[src/rtl/sram_bus_pkg.sv]
// Shared SRAM bus definitions: default port widths and master index type.
package sram_bus_pkg;

    localparam int unsigned LEN_ADDR_DEF = 64;
    localparam int unsigned LEN_DATA_DEF = 64;

    typedef enum logic {
        MST0 = 1'b0,
        MST1 = 1'b1
    } mst_idx_t;

endpackage

[src/rtl/rr_arb2.sv]
// Two-way round-robin arbiter: sole requester wins at once, contention goes
// to the master that was not granted most recently.
module rr_arb2
    import sram_bus_pkg::*;
(
    input  logic clk,
    input  logic rst,
    input  logic req0_i,
    input  logic req1_i,
    output logic gnt0_c_o,
    output logic gnt1_c_o
);

    mst_idx_t last_q, last_d;

    always_ff @(posedge clk or posedge rst) begin
        if (rst) begin
            last_q <= MST1;
        end else begin
            last_q <= last_d;
        end
    end

    // Grants are suppressed while reset is held; history moves only on a grant.
    always_comb begin
        gnt0_c_o = 1'b0;
        gnt1_c_o = 1'b0;
        last_d   = last_q;
        if (!rst) begin
            if (req0_i && (!req1_i || last_q == MST1)) begin
                gnt0_c_o = 1'b1;
            end else if (req1_i) begin
                gnt1_c_o = 1'b1;
            end
        end
        if (gnt0_c_o) begin
            last_d = MST0;
        end else if (gnt1_c_o) begin
            last_d = MST1;
        end
    end

endmodule

[src/rtl/sram_arbiter.sv]
// Shares one single-port SRAM between two masters; read data is routed back to
// the requesting master with the SRAM's own one-cycle latency and then held.
module sram_arbiter
    import sram_bus_pkg::*;
#(
    parameter int unsigned LEN_ADDR = LEN_ADDR_DEF,
    parameter int unsigned LEN_DATA = LEN_DATA_DEF
) (
    input  logic                  clk,
    input  logic                  rst,
    input  logic [LEN_ADDR-1:0]   m0_addra,
    input  logic [LEN_DATA-1:0]   m0_dina,
    input  logic                  m0_ena,
    input  logic [LEN_DATA/8-1:0] m0_wea,
    output logic                  m0_ready,
    output logic [LEN_DATA-1:0]   m0_douta,
    input  logic [LEN_ADDR-1:0]   m1_addra,
    input  logic [LEN_DATA-1:0]   m1_dina,
    input  logic                  m1_ena,
    input  logic [LEN_DATA/8-1:0] m1_wea,
    output logic                  m1_ready,
    output logic [LEN_DATA-1:0]   m1_douta,
    output logic [LEN_ADDR-1:0]   s_addra,
    output logic [LEN_DATA-1:0]   s_dina,
    output logic                  s_ena,
    output logic [LEN_DATA/8-1:0] s_wea,
    input  logic [LEN_DATA-1:0]   s_douta
);

    localparam int unsigned WE_W = LEN_DATA / 8;

    logic                gnt0, gnt1;
    logic                resp_valid_q, resp_valid_d;
    mst_idx_t            owner_q, owner_d;
    logic [LEN_DATA-1:0] hold0_q, hold0_d;
    logic [LEN_DATA-1:0] hold1_q, hold1_d;

    rr_arb2 u_arb (
        .clk      (clk),
        .rst      (rst),
        .req0_i   (m0_ena),
        .req1_i   (m1_ena),
        .gnt0_c_o (gnt0),
        .gnt1_c_o (gnt1)
    );

    // Request mux onto the shared SRAM port.
    always_comb begin
        m0_ready = gnt0;
        m1_ready = gnt1;
        s_ena    = 1'b0;
        s_wea    = WE_W'(0);
        s_addra  = m0_addra;
        s_dina   = m0_dina;
        if (gnt1) begin
            s_ena   = 1'b1;
            s_wea   = m1_wea;
            s_addra = m1_addra;
            s_dina  = m1_dina;
        end else if (gnt0) begin
            s_ena = 1'b1;
            s_wea = m0_wea;
        end
    end

    // Response tracking and per-master hold registers.
    always_comb begin
        resp_valid_d = s_ena && (s_wea == WE_W'(0));
        owner_d      = owner_q;
        if (gnt1) begin
            owner_d = MST1;
        end else if (gnt0) begin
            owner_d = MST0;
        end
        hold0_d = hold0_q;
        hold1_d = hold1_q;
        if (resp_valid_q && owner_q == MST0) begin
            hold0_d = s_douta;
        end
        if (resp_valid_q && owner_q == MST1) begin
            hold1_d = s_douta;
        end
    end

    // The response cycle shows s_douta directly; hold_d equals it then.
    assign m0_douta = hold0_d;
    assign m1_douta = hold1_d;

    always_ff @(posedge clk or posedge rst) begin
        if (rst) begin
            resp_valid_q <= 1'b0;
            owner_q      <= MST0;
            hold0_q      <= LEN_DATA'(0);
            hold1_q      <= LEN_DATA'(0);
        end else begin
            resp_valid_q <= resp_valid_d;
            owner_q      <= owner_d;
            hold0_q      <= hold0_d;
            hold1_q      <= hold1_d;
        end
    end

endmodule

[config.mk]
export PLATFORM = sky130hd
export DESIGN_NAME = sram_arbiter
export DESIGN_NICKNAME = d
export VERILOG_FILES = /design/src/rtl/sram_bus_pkg.sv /design/src/rtl/rr_arb2.sv /design/src/rtl/sram_arbiter.sv
export SDC_FILE = /design/constraint.sdc
export NUM_CORES = 1
export LEC_CHECK = 0
export ABC_CLOCK_PERIOD_IN_PS = 6600
export CORE_AREA = 5 5 232 234
export CTS_CLUSTER_SIZE = 16
export DETAILED_ROUTE_END_ITERATION = 10
export DIE_AREA = 0 0 237 239
export PLACE_DENSITY = 0.41
export SLEW_MARGIN = 10
export SYNTH_ARGS = -nofsm -noshare
export SYNTH_HDL_FRONTEND = slang
export SYNTH_SLANG_ARGS = --single-unit
[constraint.sdc]
create_clock -name clk -period 6.6 [get_ports clk]
set_input_delay 1.65 -clock clk [delete_from_list [all_inputs] [get_ports clk]]
set_output_delay 1.65 -clock clk [all_outputs]
set_load 0.005 [all_outputs]
==> impl_metrics.env <==
export IMPL_status="finished, final reports clean"
export IMPL_dieArea_um2=56600
export IMPL_place_hpwl_mm=37.4
export IMPL_die_h_um=239
export IMPL_power_w=0.00407
export IMPL_syn_num_nets=790
export IMPL_ios=607
export IMPL_grt_antenna_before_repair=6
export IMPL_grt_pass1_vias=6999
export IMPL_postCtsHoldBufs=0
export IMPL_yosysSeqAreaShare=0.497
export IMPL_cp_end_kind="output pin"
export IMPL_reg2reg_to="hold1_q[41]"
export IMPL_routedWlPerCell_um=24.8
export IMPL_post_cts_resized=0
export IMPL_wl_mm=43.6
export IMPL_cts_max_path_buffers=2
export IMPL_clock_sinks=131
export IMPL_groute_usage_overall=0.148
export IMPL_hp_start="hold0_q[36]"
export IMPL_drc=0
export IMPL_crit_required_ps=4950
export IMPL_critPathMaxFanout=25
export IMPL_grt_pass1_wl_mm=58.6
export IMPL_syn_cell_area_um2=6600
export IMPL_max_stage_delay_ps=520
export IMPL_post_route_period_util=0.878
export IMPL_crit_arrival_ps=4150
export IMPL_clockRootBuffer="clkbuf_16"
export IMPL_num_rows=84
export IMPL_timing_hold_worst_endpoint="hold0_q[36]"
export IMPL_fmax_mhz=173
export IMPL_gp_congestion=1.07
export IMPL_tritoncts_num_buffers=17
export IMPL_clk_pin_slew_ps=60
export IMPL_drt_iter0_drc=105
export IMPL_r2r_setup_slack_ps=4710
export IMPL_yosys_warnings=0
export IMPL_hold_worst_slack_ps=492
export IMPL_synth_cells=450
export IMPL_path_cells="clkdlybuf4s50_1 > a21bo_1 > nor2_8 > buf_4 > mux2_2 > clkdlybuf4s50_1"
export IMPL_rsz0062_at_grt="false"
export IMPL_dr_total_vias=6315
export IMPL_area_growth_pct=113
export IMPL_cts_htree_levels=4
export IMPL_ys_ff_latch=131
export IMPL_synth_cell_type_count=26
export IMPL_overflow=0
export IMPL_fin_nets=1395
export IMPL_crit_type="input pin to output pin"
export IMPL_portBuffers=606
export IMPL_r2r_start="owner_q"
export IMPL_avgViaCountPerCell=3.59
export IMPL_start_util=0.127
export IMPL_synth_avg_cell_area_um2=14.7
export IMPL_postCtsSetupBuffers=0
export IMPL_setup_viol_count_final=0
export IMPL_slew_headroom=0.265
export IMPL_tritoncts="built"
export IMPL_worst_slew_pin_slew_ps=1100
export IMPL_cp_start_kind="input pin"
export IMPL_ff2ff_path_depth=2
export IMPL_drv_slew=0
export IMPL_clock_skew_ps=12.3
export IMPL_mostFrequentLayoutCells="606 x clkdlybuf4s50_1, 224 x mux2_2, 130 x dfrtp_1"
export IMPL_drv_cap=0
export IMPL_cp_slowest_cell="clkdlybuf4s50_1"
export IMPL_hold_path_class="flip-flop to flip-flop"
export IMPL_power_per_cell_area_nw_per_um2=289
export IMPL_leakage_nw=5.37
export IMPL_final_common_cell="clkdlybuf4s50_1"
export IMPL_clock_latency_ps=450
export IMPL_fin_setup_tns_ps=0
export IMPL_dr_pass1_iters=4
export IMPL_whs_path_depth=1
export IMPL_path_common_cell="clkdlybuf4s50_1"
export IMPL_hold_viol=0
export IMPL_vdd_ir_drop_max_uv=144
export IMPL_ant_nets=0
export IMPL_grt_max_degree=70
export IMPL_timing_final_crit_period_ps=5800
export IMPL_drive_above_1_share=0.253
export IMPL_core_um2=51800
export IMPL_die_w_um=237
## report_power, final
part	switching (W)	total (W)	internal (W)	leakage [nW]
clock	0.000403	0.00100	0.000598	0.295
sequential	0.0000729	0.00122	0.00115	1.56
combinational	0.000648	0.00184	0.00120	3.52
## flip-flops by register name (all words and copies together), names as in the netlist
name          flops
hold0_q          64
hold1_q          64
owner_q           1
resp_valid_q      1
u_arb.last_q      1
## worst max-delay path: cells and delay by family
kind / cells / cell delay [ps]
buffers and inverters: 3 / 1430
multiplexers: 1 / 390
AND/OR/NAND/NOR: 1 / 330
AO/OA/AOI/OAI: 1 / 320
## cell usage after synthesis
cell	count	area [µm²]
buf_4	10	75.1
nor3_2	1	10.0
dfrtp_1	130	3250
nand2_1	3	11.3
clkbuf_1	1	3.75
a21bo_1	1	10.0
o22ai_1	1	6.26
a2111oi_0	1	8.76
a22o_1	7	61.3
nor2_1	4	15.0
buf_6	5	56.3
buf_2	13	65.1
o21ai_0	2	10.0
o32a_1	1	10.0
a31oi_1	1	6.26
a21oi_1	1	5.00
and2_1	1	6.26
a211oi_1	1	7.51
o221ai_1	1	8.76
inv_1	3	11.3
dfstp_2	1	26.3
mux2_1	32	360
nor4_1	2	12.5
nor2_8	1	20.0
mux2_2	224	2520
nor2b_1	2	12.5
## cells by family (layout without fill, tap and decap cells)
group / after synthesis / in the layout / share of synthesized area
multiplexers: 256 / 256 / 0.437
AO/OA/AOI/OAI: 17 / 17 / 0.0203
other: 0 / 3 / 0
flip-flops: 131 / 131 / 0.497
buffers and inverters: 32 / 650 / 0.0321
AND/OR/NAND/NOR: 14 / 14 / 0.0133
## stage by stage
stage,setup WS [ps],utilization,std cells,cell area [µm²]
finish,805,0.271,1759,14000
global route,693,0.271,1758,14000
CTS,797,0.271,1756,14000
detailed placement,801,0.259,1724,13400
global placement,851,0.259,1724,13400
floorplan,381,-,450,6600
## cell type report
class	count	area, µm²
Sequential cell	131	3280
Antenna cell	3	7.51
Inverter	3	15.0
Clock buffer	18	429
Timing Repair Buffer	615	6160
Tap cell	688	861
Fill cell	5416	37800
Clock inverter	14	178
Multi-Input combinational cell	287	3120
## per-layer routing
metal,wire length [µm],GRT usage,vias up,share of wire
li1,-,-,2874,-
met1,14400,0.142,3043,0.33
met2,23200,0.276,344,0.53
met3,4120,0.0666,48,0.094
met4,1800,0.0575,6,0.041
met5,35,0,-,0.00080
## worst max-delay path by stage
stage	startpoint	end	slack, ps	depth (start not counted)
detailed placement	m1_ena	s_dina[25]	800	6
floorplan	rst	s_wea[5]	380	3
global placement	m1_ena	s_dina[25]	850	6
finish	m1_ena	s_dina[25]	800	6
CTS	m1_ena	s_dina[25]	800	6
global route	m1_ena	s_dina[25]	690	6
(Power assumes the default switching activity.)
